$ cat src/rtl/mux_pkg.sv
`default_nettype none
// ============================================================================
// mux_pkg : shared source ids and FSM state encodings for the mux datapath
// Revision: 1.0
// ============================================================================
package mux_pkg;
  localparam logic SRC_A = 1'b0;
  localparam logic SRC_B = 1'b1;

  typedef enum logic [1:0] {
    ST_IDLE   = 2'd0,
    ST_HOLD_A = 2'd1,
    ST_HOLD_B = 2'd2
  } state_t;
endpackage
`default_nettype wire

$ cat src/rtl/rr_arb2.sv
`default_nettype none
// ============================================================================
// rr_arb2 : combinational 2-way round-robin grant (one-hot or zero)
// Revision: 1.0
// ============================================================================
module rr_arb2
  import mux_pkg::*;
(
  input  logic [1:0] req,
  input  logic       last_grant,
  output logic [1:0] gnt
);

  always_comb begin
    gnt = 2'b00;
    case (req)
      2'b01:   gnt = 2'b01;
      2'b10:   gnt = 2'b10;
      // On a tie, favour the channel that did not win last time
      2'b11:   gnt = (last_grant == SRC_A) ? 2'b10 : 2'b01;
      default: gnt = 2'b00;
    endcase
  end

endmodule
`default_nettype wire

$ cat src/rtl/mux_rr_arbiter.sv
`default_nettype none
// ============================================================================
// mux_rr_arbiter : round-robin 2:1 valid/ready sequencer with registered output
// Revision: 1.0
// ============================================================================
module mux_rr_arbiter
  import mux_pkg::*;
#(
  parameter int WIDTH = 2,
  parameter int CNT_W = 8
) (
  input  logic             Clk,
  input  logic             Reset,
  input  logic [WIDTH-1:0] A_in,
  input  logic             A_valid,
  output logic             A_ready,
  input  logic [WIDTH-1:0] B_in,
  input  logic             B_valid,
  output logic             B_ready,
  output logic             Select,
  output logic [WIDTH-1:0] Y_out,
  output logic             Y_valid,
  input  logic             Y_ready,
  output logic [CNT_W-1:0] A_count,
  output logic [CNT_W-1:0] B_count
);

  state_t     state;
  state_t     state_next;
  logic       last_grant;
  logic       free;
  logic [1:0] gnt;
  logic       accept;

  rr_arb2 u_arb (
    .req        ({B_valid, A_valid}),
    .last_grant (last_grant),
    .gnt        (gnt)
  );

  assign Y_valid = (state != ST_IDLE);
  assign free    = !Y_valid || Y_ready;
  assign accept  = !Reset && free && (gnt != 2'b00);
  assign A_ready = !Reset && free && gnt[0];
  assign B_ready = !Reset && free && gnt[1];

  always_comb begin
    state_next = state;
    if (free) begin
      if (gnt[0])      state_next = ST_HOLD_A;
      else if (gnt[1]) state_next = ST_HOLD_B;
      else             state_next = ST_IDLE;
    end
  end

  always_ff @(posedge Clk) begin
    if (Reset) state <= ST_IDLE;
    else       state <= state_next;
  end

  // Data, select and counters only move on an accepting edge
  always_ff @(posedge Clk) begin
    if (Reset) begin
      Y_out      <= '0;
      Select     <= SRC_A;
      last_grant <= SRC_B;
      A_count    <= '0;
      B_count    <= '0;
    end else if (accept) begin
      Y_out      <= gnt[1] ? B_in : A_in;
      Select     <= gnt[1];
      last_grant <= gnt[1];
      if (gnt[1]) B_count <= B_count + CNT_W'(1);
      else        A_count <= A_count + CNT_W'(1);
    end
  end

endmodule
`default_nettype wire

$ cat config.mk
export PLATFORM = sky130hd
export DESIGN_NAME = mux_rr_arbiter
export DESIGN_NICKNAME = d
export VERILOG_FILES = /design/src/rtl/mux_pkg.sv /design/src/rtl/rr_arb2.sv /design/src/rtl/mux_rr_arbiter.sv
export SDC_FILE = /design/constraint.sdc
export NUM_CORES = 1
export LEC_CHECK = 0
export ABC_CLOCK_PERIOD_IN_PS = 1700
export BUFFER_PORTS_ARGS = -buffer_cell sky130_fd_sc_hd__buf_2
export CORE_AREA = 10 10 58 60
export DETAILED_ROUTE_END_ITERATION = 16
export DIE_AREA = 0 0 68 70
export PLACE_DENSITY = 0.73
export SETUP_SLACK_MARGIN = 0.15
export SLEW_MARGIN = 20
export SYNTH_ARGS = -nofsm -noshare
export SYNTH_HDL_FRONTEND = slang
export SYNTH_SLANG_ARGS = --single-unit
$ cat constraint.sdc
create_clock -name Clk -period 1.7 [get_ports Clk]
set_input_delay 0 -clock Clk [delete_from_list [all_inputs] [get_ports Clk]]
set_output_delay 0 -clock Clk [all_outputs]
set_load 0.005 [all_outputs]
After elaboration in Yosys (flattened, before gate mapping)
Cells that the tools add are included.

Bits in read-only memories: 0. Word-level logic and storage cells: 28. Memories: 0. Bits in writable memories: 0. Output and inout port bits: 22. Bits in registers: 22. Input port bits: 9. Latch bits: 0.

Multiply operators: 0. Mux-type cells: 5. Shifts and indexed selects: 0. Bitwise operators: 1. Magnitude comparators: 0. Div/mod/pow operators: 0. Eq/ne operators: 3. Add/sub/neg operators: 2. Reduce and logical (&&, ||, !) cells: 11.

Operator list (count): $add 8x1->8 const B (2); $mux 2 (4); $pmux 2 s3 (1); $eq 2x2->1 const B (2); $logic_and 1x1->1 (4); $reduce_and 2->1 (2); $reduce_bool 2->1 (2); $eq 2x1->1 const B (1); $logic_not 1->1 (2); $logic_or 1x1->1 (1); $not 1->1 (1).

Logic depth before layout (Yosys ltp)
Word-level depth: 6. Depth in mapped cells: 6. Gate-level depth less buffers: 5.

Modules after synthesis
Synthesis repeated with hierarchy kept, for this count alone.

Cells, all modules: 124. Area, all modules: 1099.8 µm².

Modules (own cells, without submodules): mux_rr_arbiter (instances 1, cells each 121, area an instance 1081.0 µm², seq. area each 440.4 µm²); rr_arb2 (instances 1, cells each 3, area an instance 18.8 µm², seq. area each 0.0 µm²).

Worst setup path before layout
Ideal clock, no wire load.

Path type: register to register. Start point: reg state[0]. End point: reg B_count[3]. Arrival time: 1386 ps. Path slack: 189 ps. Clock period less this slack: 1511 ps. Required time: 1575 ps. Cell stages (with the launch flop): 7. Buffers on the path: 2. Setup time: 125 ps. Path through: dfxtp_1 -> o21ba_2 -> or3_1 -> buf_2 -> buf_2 -> o211ai_1 -> o31ai_1.

Longest elaborated chain between the ends: 6.

Ends and longest elaborated chain: start: declaration (line mux_rr_arbiter.sv:28) `state_t state;`; start signal: assignment (line mux_rr_arbiter.sv:58) `else state <= state_next;`; $reduce_bool 2->1 (line mux_rr_arbiter.sv:41) `assign Y_valid = (state != ST_IDLE);`; $logic_not 1->1 (line mux_rr_arbiter.sv:42) `assign free = !Y_valid || Y_ready;`; $logic_or 1x1->1 (line mux_rr_arbiter.sv:42); $logic_and 1x1->1 (2 in a row) (line mux_rr_arbiter.sv:43) `assign accept = !Reset && free && (gnt != 2'b00);`; $reduce_and 2->1 (no line); end signal: assignment (line mux_rr_arbiter.sv:73) `if (gnt[1]) B_count <= B_count + CNT_W'(1);`; end: declaration (line mux_rr_arbiter.sv:25) `output logic [CNT_W-1:0] B_count`.

No other way between the ends. A chain may end at the register's enable or synchronous reset.

Worst setup path after layout
Start point: reg state[0]. End point: out B_ready.

Longest elaborated chain between the ends: 5.

Ends and longest elaborated chain: $reduce_bool 2->1 (line mux_rr_arbiter.sv:41); $logic_not 1->1 (line mux_rr_arbiter.sv:42); $logic_or 1x1->1 (line mux_rr_arbiter.sv:42); $logic_and 1x1->1 (2 in a row) (line mux_rr_arbiter.sv:45) `assign B_ready = !Reset && free && gnt[1];`; end: declaration (line mux_rr_arbiter.sv:19) `output logic B_ready,`.

No other way between the ends.

==> results.md <==
* Outcome: complete, no violations
* Placeable Area at 2342 sq um
* First-pass GRT wire length at about 4200 um
* Synth Warn # at 0
* Clock buffer count from CTS at 3
* Final min period at 1.542 ns
* Critical path startpoint category: flip-flop
* Post-synth cell types at 30
* Design area at roughly 1300 sq um
* CTS Root Buffer Type: clkbuf_4
* Top cell type's share of synthesized area at 45.13%
* Vias in the first global route at 988
* DIE AREA at between 4000 and 5000 sq um
* Nature of the critical path endpoint: output port
* Clk buf depth at 2
* Largest net degree at the start of global routing at 20
* Endpoints failing setup at 0
* Layout Skew at approximately 0.0038 ns
* Initial antenna violation count at 0
* Nets@finish at between 150 and 200
* Grt total ovfl at 0
* PwrDens at 744.5 nW/um^2
* Die Span Y at roughly 70 um
* # rows at 18
* Wire per inst at about 14 um
* DR vias at approximately 930
* Cell Area, Placed at ~1200 sq um
* First-iteration detailed-routing DRC count at 27
* Drt total wl at 2470 um
* Critical Path Fanout Max at 5
* Max IR drop VDD at 468.0 uV
* Setup slack after placement at approximately 0.083 ns
* Cells after Synth at 111
* H-tree lvl count at 1
* Ratio of cells with drive above 1 in the final layout at 36.84%
* Synth top area cells: dfxtp_1 (45%), nand2_1 (3.8%), nor2_1 (3.8%)
* Cell Area, Synth at slightly below 1000 sq um
* Final worst path period share at between 90% and 100%
* Port bufs at 30
* Initial DRT Pass Iterations at 4
* Worst Path Arrival at 1.54 ns
* Seq/Total Area, Yosys at between 40% and 50%
* Syn avg cell area at 8.792 sq um
* Worst path required time at around 1.7 ns
* Final setup TNS at 0 ns
* RSZ-0062 raised after global routing: yes
* Critical Path Max Stage Delay at 0.39 ns
* Max Slew Vio Count at 0
* Synthesis-to-finish area growth at 34.36%
* Max Cap Viol at 0
* Clock Sinks at 22
* DR DRC count at 0
* Hold Path Class: input port to flip-flop
* CP Class: flip-flop to output port
* Reg clk slew, reported paths at 0.12 ns
* Register-to-register setup slack at 0.19 ns
* Pin slew with the least headroom to its limit at around 0.33 ns
* Initial Utilization at between 40% and 50%
* Rel. slew slack at 77.82%
* Largest area contributor in the netlist: dfxtp_1
* Final Wtd Congestion at 0.8303
* Final WS setup at 0.1585 ns
* Vias per cell at 5.132
* Cell repeated most along the worst path: buf_6
* Slowest CP cell: or3_4
* Endpoints failing hold at 0
* Skew-Pair Late Insertion Delay at 0.30 ns
* Post-DP HPWL at ~1900 um
* Static leakage at 0.5982 nW
* TritonCTS clock tree: done
* Register bit count reported by yosys at 22
* ANT nets after route at 0
* Inserted Diodes at 0
* IO Pins at 31
* Die X at 68 um
* Critical-path cell list: o21ba_4, or3_4, buf_6, inv_4, buf_6
* Total track usage at between 10% and 20%
* Syn_nets at 122
* Max Clk Rate at 648.7 MHz
-- critical path, delay by kind of cell (launching register included) --
family                 cells  cell delay [ns]
buffers and inverters      3             0.29
AND/OR/NAND/NOR            1             0.39
AO/OA/AOI/OAI              1             0.22
flip-flops                 1             0.35
-- state kept, by name, summed over array words and instances, names as in the netlist --
| register | flops |
|---|---|
| Select | 1 |
| state | 2 |
| B_count | 8 |
| Y_out | 2 |
| A_count | 8 |
| last_grant | 1 |
-- what timing repair did --
| item | CTS | global route |
|---|---|---|
| resized for setup | 9 | 6 |
| pin swaps | 1 | 1 |
| hold endpoints to repair | 2 | 0 |
| endpoints found under the setup margin | 6 | 6 |
| setup buffers | 5 | 0 |
| hold buffers | 1 | 0 |
-- stage by stage --
stage	power (mW)	hold slack (ns)	cells	util [%]
2_1_floorplan	0.6238	0.1751	111	-
3_3_place_gp	0.6704	0.3023	172	50.48
3_5_place_dp	0.6754	0.3075	172	50.48
4_1_cts	0.9848	0.02371	182	55.34
5_1_grt	1.029	0.03772	182	55.98
6_report	0.9763	0.03410	182	55.98
-- worst paths after layout --
check	depth (start not counted)	endpoint	start
setup / recovery	5	B_ready	state[0]
hold / removal	3	Y_out[1]	B_in[1]
setup reg to reg	4	B_count[7]	state[0]
hold reg to reg	2	Select	Select
-- power breakdown --
part	total [mW]	switching [mW]	internal [mW]
registers	0.551	0.0157	0.535
logic	0.141	0.0674	0.0733
clock network	0.285	0.154	0.131
-- routing by layer --
layer / up-vias / share of wire [%] / GRT usage [%]
li1: 482 / - / -
met1: 433 / 40 / 11.46
met2: 17 / 52 / 18.84
met3: 2 / 7.0 / 3.987
met4: 0 / 0.57 / 3.579
met5: - / 0 / 0
-- cell type report --
class | count | area [sq um]
inverters | 6 | 25.02
clock buffers | 4 | 36.28
well taps | 30 | 37.54
fillers | 215 | 1031
repair buffers | 41 | 245.2
multi-input cells | 79 | 520.5
flip-flops and latches | 22 | 446.7
-- layout by cell type, fill, tap and decap left out, drive strengths merged, types with 2 or more instances in the layout --
master and n:
o211ai 5, ha 2, or3 6, o21ai 5, clkbuf 4, dfxtp 22
buf 40, nor2 10, nand4 4, xor2 3, a211oi 2, inv 6
a21oi 5, and4 2, nand2 10, mux2i 3, o31ai 4, xnor2 2
nand3 5
-- Yosys cell counts --
cell      count
nand3_1       5
nor2b_1       1
nor3_1        1
and3_1        1
buf_2         3
dfxtp_1      22
nor2_1       10
o211ai_1      5
nor4_1        1
mux2i_1       3
a211oi_1      2
inv_1         6
o21bai_1      1
and4_1        2
a21oi_1       5
o311ai_0      1
a21bo_2       1
clkbuf_1      1
nand2_1      10
nand4_1       4
o21ba_2       1
or3_1         6
o31ai_1       4
o41ai_1       1
or2b_1        1
o21ai_0       5
ha_1          2
or2_2         1
xnor2_1       2
xor2_1        3
-- logic make-up after synthesis --
family,share of synthesized area (%)
AOI/OAI and AO/OA,18.21
xor gates and xnor gates,4.488
adders and majority gates,2.564
buffers and inverters,4.230
DFF,45.13
muxes,3.077
and+or+nand+nor,22.31
No activity file was read; power rests on OpenSTA's default activity.
